File: config.mk
export PLATFORM = sky130hd
export DESIGN_NAME = multicycle_ctrl_fsm
export DESIGN_NICKNAME = d
export VERILOG_FILES = /design/src/rtl/multicycle_ctrl_fsm.sv
export SDC_FILE = /design/constraint.sdc
export NUM_CORES = 1
export LEC_CHECK = 0
export ABC_AREA = 1
export CAP_MARGIN = 20
export CORE_ASPECT_RATIO = 0.6
export CORE_UTILIZATION = 40
export DETAILED_ROUTE_END_ITERATION = 16
export HOLD_SLACK_MARGIN = 0.1
export MAX_ROUTING_LAYER = met4
export PLACE_DENSITY_LB_ADDON = 0.12
export SYNTH_ARGS = -nofsm -noshare
export SYNTH_HDL_FRONTEND = slang
export SYNTH_SLANG_ARGS = --single-unit
File: constraint.sdc
create_clock -name clk -period 3.3 [get_ports clk]
set_input_delay 0.495 -clock clk [delete_from_list [all_inputs] [get_ports clk]]
set_output_delay 0.495 -clock clk [all_outputs]
set_load 0.02 [all_outputs]
File: src/rtl/multicycle_ctrl_fsm.sv
// Multicycle control FSM for the 16-bit core: sequences fetch/decode/execute/mem/writeback,
// decodes datapath selects and strobes, counts retired instructions and detects memory timeouts.
module multicycle_ctrl_fsm #(
  parameter int CNT_W       = 16,
  parameter int MEM_TIMEOUT = 15
) (
  input  logic             clk,
  input  logic             rst_n,
  input  logic             en,
  input  logic [3:0]       opcode,
  input  logic             alu_zero,
  input  logic             mem_ready,
  output logic             C_ALUSrc_A,
  output logic [2:0]       C_ALUSrc_B,
  output logic [1:0]       C_RegDstRead1R,
  output logic             C_RegDstRead2R,
  output logic             C_SignExtend,
  output logic [1:0]       alu_op,
  output logic             PCWrite,
  output logic             IRWrite,
  output logic             MemRead,
  output logic             MemWrite,
  output logic             RegWrite,
  output logic             MemtoReg,
  output logic             PCSource,
  output logic [CNT_W-1:0] instr_count,
  output logic             halted,
  output logic             illegal,
  output logic             mem_err
);

  typedef enum logic [2:0] {
    S_FETCH  = 3'd0,
    S_DECODE = 3'd1,
    S_EXEC   = 3'd2,
    S_MEM    = 3'd3,
    S_WB     = 3'd4,
    S_HALT   = 3'd5
  } state_e;

  localparam logic [3:0] OP_R    = 4'h0;
  localparam logic [3:0] OP_ADDI = 4'h1;
  localparam logic [3:0] OP_ORI  = 4'h2;
  localparam logic [3:0] OP_LW   = 4'h3;
  localparam logic [3:0] OP_SW   = 4'h4;
  localparam logic [3:0] OP_BEQ  = 4'h5;
  localparam logic [3:0] OP_JMP  = 4'h6;
  localparam logic [3:0] OP_HALT = 4'hF;

  localparam logic [2:0] B_REG2 = 3'b000;
  localparam logic [2:0] B_ONE  = 3'b001;
  localparam logic [2:0] B_IMM8 = 3'b010;
  localparam logic [2:0] B_SESH = 3'b011;
  localparam logic [2:0] B_SE12 = 3'b100;

  localparam logic [1:0] ALU_ADD   = 2'b00;
  localparam logic [1:0] ALU_SUB   = 2'b01;
  localparam logic [1:0] ALU_FUNCT = 2'b10;
  localparam logic [1:0] ALU_OR    = 2'b11;

  localparam logic [7:0]       TIMEOUT = 8'(MEM_TIMEOUT);
  localparam logic [CNT_W-1:0] CNT_ONE = CNT_W'(1);

  state_e           state_q, state_d;
  logic [3:0]       opc_q, opc_d;
  logic [7:0]       wait_q, wait_d;
  logic [CNT_W-1:0] cnt_q, cnt_d;
  logic             halted_q, halted_d;
  logic             illegal_q, illegal_d;
  logic             mem_err_q, mem_err_d;

  logic pc_wr, ir_wr, mem_rd, mem_wr, reg_wr, m2r;
  logic strobe_en;

  always_ff @(posedge clk or negedge rst_n) begin
    if (!rst_n) begin
      state_q   <= S_FETCH;
      opc_q     <= 4'h0;
      wait_q    <= 8'd0;
      cnt_q     <= '0;
      halted_q  <= 1'b0;
      illegal_q <= 1'b0;
      mem_err_q <= 1'b0;
    end else if (en) begin
      state_q   <= state_d;
      opc_q     <= opc_d;
      wait_q    <= wait_d;
      cnt_q     <= cnt_d;
      halted_q  <= halted_d;
      illegal_q <= illegal_d;
      mem_err_q <= mem_err_d;
    end
  end

  always_comb begin
    state_d        = state_q;
    opc_d          = opc_q;
    wait_d         = wait_q;
    cnt_d          = cnt_q;
    halted_d       = halted_q;
    illegal_d      = illegal_q;
    mem_err_d      = mem_err_q;
    C_ALUSrc_A     = 1'b0;
    C_ALUSrc_B     = B_REG2;
    C_RegDstRead2R = 1'b0;
    C_SignExtend   = 1'b0;
    alu_op         = ALU_ADD;
    PCSource       = 1'b0;
    pc_wr          = 1'b0;
    ir_wr          = 1'b0;
    mem_rd         = 1'b0;
    mem_wr         = 1'b0;
    reg_wr         = 1'b0;
    m2r            = 1'b0;

    case (state_q)
      S_FETCH: begin
        C_ALUSrc_B = B_ONE;
        mem_rd     = 1'b1;
        if (mem_ready) begin
          ir_wr   = 1'b1;
          pc_wr   = 1'b1;
          opc_d   = opcode;
          wait_d  = 8'd0;
          state_d = S_DECODE;
        end else if (wait_q == TIMEOUT) begin
          mem_rd    = 1'b0;
          mem_err_d = 1'b1;
          halted_d  = 1'b1;
          wait_d    = 8'd0;
          state_d   = S_HALT;
        end else begin
          wait_d = wait_q + 8'd1;
        end
      end

      S_DECODE: begin
        C_ALUSrc_B = B_SESH;
        case (opc_q)
          OP_HALT: begin
            halted_d = 1'b1;
            state_d  = S_HALT;
          end
          OP_R, OP_ADDI, OP_ORI, OP_LW, OP_SW, OP_BEQ, OP_JMP: state_d = S_EXEC;
          default: begin
            illegal_d = 1'b1;
            cnt_d     = cnt_q + CNT_ONE;
            state_d   = S_FETCH;
          end
        endcase
      end

      S_EXEC: begin
        C_ALUSrc_A = 1'b1;
        case (opc_q)
          OP_R: begin
            C_ALUSrc_B = B_REG2;
            alu_op     = ALU_FUNCT;
            state_d    = S_WB;
          end
          OP_ADDI: begin
            C_ALUSrc_B   = B_IMM8;
            C_SignExtend = 1'b1;
            state_d      = S_WB;
          end
          OP_ORI: begin
            C_ALUSrc_B = B_IMM8;
            alu_op     = ALU_OR;
            state_d    = S_WB;
          end
          OP_LW, OP_SW: begin
            C_ALUSrc_B     = B_IMM8;
            C_SignExtend   = 1'b1;
            C_RegDstRead2R = (opc_q == OP_SW);
            state_d        = S_MEM;
          end
          OP_BEQ: begin
            C_ALUSrc_B = B_REG2;
            alu_op     = ALU_SUB;
            pc_wr      = alu_zero;
            PCSource   = 1'b1;
            cnt_d      = cnt_q + CNT_ONE;
            state_d    = S_FETCH;
          end
          OP_JMP: begin
            C_ALUSrc_A = 1'b0;
            C_ALUSrc_B = B_SE12;
            pc_wr      = 1'b1;
            cnt_d      = cnt_q + CNT_ONE;
            state_d    = S_FETCH;
          end
          default: state_d = S_FETCH;
        endcase
      end

      S_MEM: begin
        mem_rd = (opc_q == OP_LW);
        mem_wr = (opc_q == OP_SW);
        if (mem_ready) begin
          wait_d = 8'd0;
          if (opc_q == OP_LW) begin
            state_d = S_WB;
          end else begin
            cnt_d   = cnt_q + CNT_ONE;
            state_d = S_FETCH;
          end
        end else if (wait_q == TIMEOUT) begin
          mem_rd    = 1'b0;
          mem_wr    = 1'b0;
          mem_err_d = 1'b1;
          halted_d  = 1'b1;
          wait_d    = 8'd0;
          state_d   = S_HALT;
        end else begin
          wait_d = wait_q + 8'd1;
        end
      end

      S_WB: begin
        reg_wr  = 1'b1;
        m2r     = (opc_q == OP_LW);
        cnt_d   = cnt_q + CNT_ONE;
        state_d = S_FETCH;
      end

      S_HALT: state_d = S_HALT;

      default: state_d = S_FETCH;
    endcase
  end

  // Strobes are suppressed while frozen or held in reset so no partial write can leak out.
  assign strobe_en = en & rst_n;

  assign PCWrite        = pc_wr  & strobe_en;
  assign IRWrite        = ir_wr  & strobe_en;
  assign MemRead        = mem_rd & strobe_en;
  assign MemWrite       = mem_wr & strobe_en;
  assign RegWrite       = reg_wr & strobe_en;
  assign MemtoReg       = m2r    & strobe_en;
  assign C_RegDstRead1R = 2'b00;
  assign instr_count    = cnt_q;
  assign halted         = halted_q;
  assign illegal        = illegal_q;
  assign mem_err        = mem_err_q;

endmodule

# --- Yosys cells after proc, flatten, opt, wreduce, memory -nomap -nowiden ---
# Cells that the tools add are included.
op_classes:
  add_sub_neg: 2
  eq_ne: 20
  mux: 44
  n_bitwise: 9
  reduce_logical: 18
ops:
  columns: ["operator", "count"]
  rows:
  - ["16-bit 2-to-1 mux", 4]
  - ["16-bit one-hot mux with 4 select lines", 1]
  - ["1-bit 2-to-1 mux", 22]
  - ["3-bit one-hot mux with 2 select lines", 3]
  - ["16-bit by 1-bit adder with 16-bit output (second input constant)", 1]
  - ["8-bit 2-to-1 mux", 2]
  - ["3-bit one-hot mux with 5 select lines", 1]
  - ["4-bit by 3-bit == test with 1-bit output (second input constant)", 3]
  - ["3-bit 2-to-1 mux", 4]
  - ["2-bit != test (second input constant)", 6]
  - ["3-bit one-hot mux with 3 select lines", 1]
  - ["8-bit by 1-bit adder with 8-bit output (second input constant)", 1]
  - ["4-bit by 2-bit == test with 1-bit output (second input constant)", 2]
  - ["8-bit by 4-bit == test with 1-bit output (second input constant)", 1]
  - ["1-bit one-hot mux with 2 select lines", 4]
  - ["8-bit OR reduction", 1]
  - ["1-bit bitwise AND", 7]
  - ["7-bit OR reduction", 1]
  - ["3-bit by 2-bit == test with 1-bit output (second input constant)", 2]
  - ["3-bit == test (second input constant)", 2]
  - ["2-bit one-hot mux with 3 select lines", 1]
  - ["3-bit AND reduction", 2]
  - ["6-bit AND reduction", 1]
  - ["2-bit OR reduction", 3]
  - ["other kinds (15)", 17]
word_totals:
  regBits: 34
  wordCells: 100

# --- Logic depth before layout (Yosys ltp) ---
# Gate-level depths: netlist (run 1).
depth:
  word_depth: 5
  ltp_mapped: 10
  mapped_depth_nobuf: 9

# --- Worst setup path after synthesis (run 1) ---
# No wires, ideal clock.
synth_path:
  kind: "input-to-output"
  startpoint: "input port en"
  endpoint: "output port MemWrite"
  arrival_time_ns: 1.675
  required_ns: 2.805
  setup_slack_ns: 1.130
  cell_stages: 3
  path_buffers: 1
  cell_sequence: "clkbuf_1 > nand2_1 > nor4_1"
synth_via:
  elab_chain_cells: 2
synth_rtl:
  columns: ["item", "line_no", "text"]
  rows:
  - ["from (decl)", "9", "input logic en,"]
  - ["1-bit bitwise AND", "233", "assign strobe_en = en & rst_n;"]
  - ["1-bit bitwise AND", "238", "assign MemWrite = mem_wr & strobe_en;"]
  - ["to (decl)", "22", "output logic MemWrite,"]
# No other way between the ends.

# --- Final worst setup path (run 1) ---
layout_path:
  startpoint: "input port mem_ready"
  endpoint: "output port PCWrite"
layout_via:
  elab_chain_cells: 3
layout_rtl:
  columns: ["item", "line_no", "text"]
  rows:
  - ["from (decl)", "12", "input logic mem_ready,"]
  - ["1-bit 2-to-1 mux", "120", "if (mem_ready) begin"]
  - ["1-bit one-hot mux with 2 select lines", "116", "case (state_q)"]
  - ["1-bit bitwise AND", "235", "assign PCWrite = pc_wr & strobe_en;"]
  - ["to (decl)", "19", "output logic PCWrite,"]
# No other way between the ends.

==> impl_results.md, run 1 <==
* Post-CTS Hold Fix Bufs at 0
* Vias per Instance at 4.82
* CP endpoint kind: primary output
* CP required at 2.80 ns
* Antenna fix cells at 0
* Async S/R FF share, synth at 1.00
* Clock Path Buffers at 2
* Post-synth EDFFs at 0
* Met2 WL post-DR at 2150 microns
* Fin crit share at 0.852
* Placer congestion estimate at 0.962
* Hold Fails Final Rpt at 0
* Die width at 101 microns
* WS Path Type: primary input to primary output
* Top-area cell type share of the netlist area at 0.362
* Met3 Wirelength at 430 microns
* Clock Latency Late Sink at 0.29 ns
* Largest cells by area after synthesis: dfrtp_1, nand2_1, nand3_1, nor2_1, inv_1
* Unrepaired setup endpoints after global routing: false
* Row count at 21
* TritonCTS Buffers at 5
* Depth of the CTS H-tree at 2
* Cells after Synth at 347
* Setup violators final at 0
* Synth area leader: dfrtp_1
* Avg Cell Area, Syn at 6.77 sq um
* Data arrival, critical path at 2.32 ns
* DR vias at 2285
* Post-CTS Resized at 0
* First-pass GRT wire length at 10200 microns
* Run status: finished, final reports clean
* Layout cells sized above 1 at 0.0888
* Largest net degree at the start of global routing at 35
* PwrDens at 667 nW/um^2
* Max-cap violations at 0
* Post-Layout Cell Count at 474
* Critical Path Fanout Max at 7
* Final Util at 0.524
* Clock transition at the registers of the reported paths at 0.08 ns
* Top-count cell post-synth: nand2_1
* Drt first pass iters at 5
* Port Buffers at 42
* Die H at 61.4 microns
* Register area at 851 sq um
* Wl on met1 at 3490 microns
* DP Cell Count at 466
* Area Growth Syn to Fin at 25.3%
* Max Clock Freq at 0.355 GHz
* Hold crit path type: primary input to async pin
* Grt ovf at 0
* Post-synth top cells: nand2_1, nor2_1, nand3_1
* Sink Count at 34
* Starting Density at 0.418
* Post-route ant nets at 0
* Max layer used: met4
* Cell area after synthesis at 2350 sq um
* Count of cell types in the netlist at 33
* Mean routed wirelength per cell at 12.9 microns
* Main synth FF type: dfrtp_1
* Warnings from Yosys at 0
* Synthesis-stage register bit count at 34
* Tmin final at 2.81 ns
* WL final at 6130 microns
* Initial antenna violation count at 0
* CP startpoint kind: primary input
* # nets final at 404
* Post-DP HPWL at 4720 microns
* Post-route setup slack at 0.487 ns
* Post-CTS setup repair buffer count at 0
* DRC at 0
* Clk_skew at 0.00768 ns
* Fillers at 597
* Area of the multi-input gates at 1320 sq um
* Post-Place Setup Slack at 0.505 ns
* Lkg Pwr at 1.37 nW
* Vias in the first global route at 2055
* CTS tree: yes
* Seq/Total Area, Yosys at 0.362
* Final Max Slew Viols at 0
* Worst IR Drop VDD at 0.000442 V
* GR Util All Layers at 0.226
* Die ar. at 6190 sq um
* Iter 0 DRT Violations at 125
* I/O pins at 45
* Setup TNS at 0 ns
* Clock Tree Root: clkbuf_8
* Core Area at 5620 sq um
[metrics by stage]
| stage | cell area, sq um | power, W | hold slack (ns) |
|---|---|---|---|
| after floorplan | 2350 | 0.00130 | 0.199 |
| after global placement | 2840 | 0.00158 | 0.445 |
| after detailed placement | 2840 | 0.00157 | 0.449 |
| after CTS | 2940 | 0.00196 | 0.287 |
| after global routing | 2940 | 0.00211 | 0.314 |
| final | 2940 | 0.00196 | 0.264 |
[cell families (layout without fill, tap and decap cells)]
logic type | count (synthesis) | count (layout) | synth area share
AO/OA/AOI/OAI | 26 | 26 | 0.0660
XOR/XNOR | 9 | 9 | 0.0335
adder cells (fa/ha/maj) | 2 | 2 | 0.0106
buffers and inverters | 41 | 87 | 0.0777
flip-flops | 34 | 34 | 0.362
multiplexers | 1 | 1 | 0.00426
other | 1 | 2 | 0.00160
AND/OR/NAND/NOR | 233 | 233 | 0.444
[area by class of cell]
| type | count | area share |
|---|---|---|
| well taps | 80 | 0.0340 |
| multi-input cells | 273 | 0.448 |
| clock inverters | 3 | 0.0136 |
| flip-flops and latches | 34 | 0.289 |
| repair buffers | 44 | 0.146 |
| inverters | 35 | 0.0455 |
| clock buffers | 5 | 0.0234 |
[layout by cell type, fill, tap and decap left out, drive strengths merged, types with 7 or more instances in the layout]
cell type      count
nor2              52
clkdlybuf4s50     41
nand4              8
dfrtp             34
a21oi             13
nand2            126
xor2               7
nand3             39
o21ai              7
inv               35
[flip-flops by register name, summed over array words and instances, names as in the netlist]
register / flops
halted: 1
illegal: 1
instr_count: 16
mem_err: 1
opc_q: 4
state_q: 3
wait_q: 8
[power by group]
part           switching, W  internal, W
logic              0.000639     0.000320
registers          0.000119     0.000497
clock network      0.000164     0.000222
[final timing paths]
| check | slack [ns] | cells past startpoint | start | endpoint |
|---|---|---|---|---|
| setup / recovery | 0.49 | 6 | mem_ready | PCWrite |
| hold / removal | 0.26 | 2 | rst_n | mem_err |
| setup reg to reg | 1.62 | 7 | opc_q[0] | instr_count[9] |
| hold reg to reg | 0.46 | 1 | mem_err | mem_err |
| max in group asynchronous | 2.70 | 2 | rst_n | opc_q[3] |
| min in group clk | 0.46 | 1 | mem_err | mem_err |
[worst max-delay path, cell delays in order]
cell and delay (ns):
clkdlybuf4s50_1 0.61, inv_1 0.18, nor2_1 0.22, nor2_1 0.08, a21oi_1 0.12, clkdlybuf4s50_1 0.61
[routing by layer]
layer  global-route usage  up-vias
li1                     -     1200
met1                0.353     1010
met2                0.261       68
met3               0.0749        7
met4               0.0518        0
met5                    -        -
Note: power is estimated with default switching activity, not from simulation.
==> run 2: changes to the inputs <==
GPL_TIMING_DRIVEN = 0   (was not set)
SETUP_SLACK_MARGIN = 0.5   (was not set)
==> run 2 against run 1 <==
Via count rose by 0.44%. Maximum frequency rose by 6.7%. Largest cell class unchanged. Sequential cell count did not move. Die area did not move. Global-route usage fell by 1.0 points. Critical path type is now flop to primary output. Clock power fell by 1%. Largest power group unchanged.
==> impl_results.md, run 2 (synthesis results as in run 1) <==
* Worst path cell trace: inv_2, nand2_2, nor2_4, inv_1, a21oi_1, nand3b_1, clkdlybuf4s50_1
* Vias in the first global route at 1937 (-5.7%)
* Register share of total power at 0.309 (-0.005)
* Unrepaired setup endpoints after global routing: false
* Switching pwr at 0.000919 W (-0.41%)
* First-pass GRT wire length at 9670 microns (-5.0%)
* Hold Fails Final Rpt at 0 (unchanged)
* Post-DP HPWL at 4610 microns (-2.4%)
* Antenna fix cells at 0 (unchanged)
* Sw frac at 0.460 (-0.00990)
* Vias per Instance at 4.80 (-0.40%)
* Final Max Slew Viols at 0 (unchanged)
* WL final at 6110 microns (-0.31%)
* Most frequent cells in the layout: nand2_1, nor2_1, nand3_1
* Post-CTS setup repair buffer count at 0 (unchanged)
* Clk_skew at 0.00593 ns (-0.00175 ns)
* Row count at 21 (unchanged)
* Area Growth Syn to Fin at 27.0%
* Clock Latency Late Sink at 0.29 ns (about the same)
* Reg-to-Reg End: instr_count[11]
* Placer congestion estimate at 0.928 (-3.5%)
* RR Startpoint: opc_q[0]
* CP endpoint kind: primary output
* DRC at 0 (unchanged)
* R2r setup slk at 1.65 ns (+0.03 ns)
* TritonCTS Buffers at 5 (unchanged)
* # nets final at 408 (+0.99%)
* CP startpoint kind: flop
* Worst IR Drop VDD at 0.000329 V (-26%)
* CTS tree: yes
* Die width at 101 microns (unchanged)
* Mean routed wirelength per cell at 12.8 microns (-1.1%)
* Drt first pass iters at 4 (-1)
* Most common cell after layout, fill and taps aside: nand2_1
* PwrDens at 669 nW/um^2 (+0.32%)
* Fin crit share at 0.799 (-0.0532)
* Largest net degree at the start of global routing at 36 (+2.9%)
* DR vias at 2295 (+0.44%)
* Grt ovf at 0 (unchanged)
* WS Path Type: flop to primary output
* Die ar. at 6190 sq um (unchanged)
* Run status: finished, final reports clean
* CP required at 2.80 ns (about the same)
* Reg2Reg Depth at 8 (+1)
* Clock transition at the registers of the reported paths at 0.07 ns (about the same)
* I/O pins at 45 (unchanged)
* Depth of the CTS H-tree at 2 (unchanged)
* CP peak stage delay at 0.60 ns (about the same)
* Data arrival, critical path at 2.14 ns (-0.18 ns)
* Max Clock Freq at 0.379 GHz (+6.7%)
* Tmin final at 2.64 ns (-0.176 ns)
* Critical Path Fanout Max at 8 (+1)
* Logic gate share of total power at 0.500 (+0.011)
* Layout cells sized above 1 at 0.0980 (+0.00916)
* Slowest CP cell: clkdlybuf4s50_1
* Pint at 0.00108 W (+3.6%)
* Post-route ant nets at 0 (unchanged)
* Clock Path Buffers at 2 (unchanged)
* Iter 0 DRT Violations at 125 (unchanged)
* Max-cap violations at 0 (unchanged)
* Hold crit path type: primary input to async pin
* Starting Density at 0.418 (unchanged)
* Sink Count at 34 (unchanged)
* Core Area at 5620 sq um (unchanged)
* Clk network pwr share at 0.191 (-0.006)
* Max reg flops at 16 (unchanged)
* Initial antenna violation count at 0 (unchanged)
* Clock Tree Root: clkbuf_8
* Die H at 61.4 microns (unchanged)
* Post-CTS Hold Fix Bufs at 0 (unchanged)
* Hold slack final at 0.148 ns (-0.116 ns)
* Setup violators final at 0 (unchanged)
* Lkg Pwr at 1.45 nW (+5.2%)
* Fillers at 572 (-4.2%)
* Final Util at 0.531 (+0.00734)
* GR Util All Layers at 0.216 (-0.00999)
* Port Buffers at 42 (unchanged)
-- run 2: cell count changes in the layout (fill, tap and decap cells not counted), sizes merged --
cell / previous run / this run
clkdlybuf4s50: 41 / 35
clkinvlp: 0 / 1
buf: 3 / 6
clkinv: 2 / 0
dlymetal6s2s: 0 / 2
clkbuf: 5 / 7
dlygate4sd2: 0 / 4
-- run 2: final cells by class --
| type | instances | area [sq um] | area share |
|---|---|---|---|
| plain buffers | 6 | 50.0 | 0.0168 |
| clock inverters | 2 | 37.5 | 0.0126 |
| clock buffers | 6 | 72.6 | 0.0243 |
| well taps | 80 | 100 | 0.0335 |
| inverters | 35 | 134 | 0.0448 |
| repair buffers | 42 | 418 | 0.140 |
| multi-input cells | 273 | 1320 | 0.443 |
| flip-flops and latches | 34 | 851 | 0.285 |
-- run 2: power groups by stage --
| stage | registers, W | clock network [W] | logic (W) |
|---|---|---|---|
| floorplan | 0.000628 | 0 | 0.000669 |
| global placement | 0.000619 | 0 | 0.000991 |
| detailed placement | 0.000621 | 0 | 0.000988 |
| CTS | 0.000615 | 0.000394 | 0.000994 |
| global route | 0.000629 | 0.000418 | 0.00109 |
| finish | 0.000616 | 0.000382 | 0.000998 |
-- run 2: worst max-delay path: cells and delay by family (launching register included) --
kind	cells	cell delay, ns
buf+inv	3	0.83
flops	1	0.46
simple gates	3	0.40
compound gates	1	0.17
-- run 2: per-layer routing --
metal / global-route usage / wire length, microns / up-vias / part of all wire
met5: - / 0 / - / 0
met4: 0.0497 / 44 / 0 / 0.0072
met3: 0.0443 / 294 / 5 / 0.048
met2: 0.273 / 2350 / 48 / 0.38
met1: 0.338 / 3420 / 1035 / 0.56
li1: - / - / 1207 / -
-- run 2: worst max-delay path by stage --
stage | start | endpoint | slack [ns] | cells after the start
floorplan | en | MemWrite | 1.13 | 3
global placement | rst_n | MemtoReg | -0.81 | 4
detailed placement | en | MemtoReg | 0.17 | 5
CTS | en | IRWrite | 0.52 | 5
global route | state_q[0] | C_ALUSrc_B[1] | 0.51 | 7
finish | state_q[0] | C_ALUSrc_B[1] | 0.66 | 7
-- run 2: timing repair --
item                       in CTS  in global routing
gates resized for setup         7                  2
gates cloned                    0                  0
setup endpoints to repair       6                  2
-- run 2: through the flow --
| step | cell area (sq um) | setup slack, ns | power, W | TNS (ns) | cells |
|---|---|---|---|---|---|
| after floorplan | 2350 | 1.13 | 0.00130 | 0 | 348 |
| after global placement | 2870 | -0.813 | 0.00161 | -4.44 | 470 |
| after detailed placement | 2870 | 0.170 | 0.00161 | 0 | 470 |
| after CTS | 2980 | 0.523 | 0.00200 | 0 | 478 |
| after global routing | 2990 | 0.513 | 0.00214 | 0 | 478 |
| final | 2990 | 0.663 | 0.00200 | 0 | 478 |
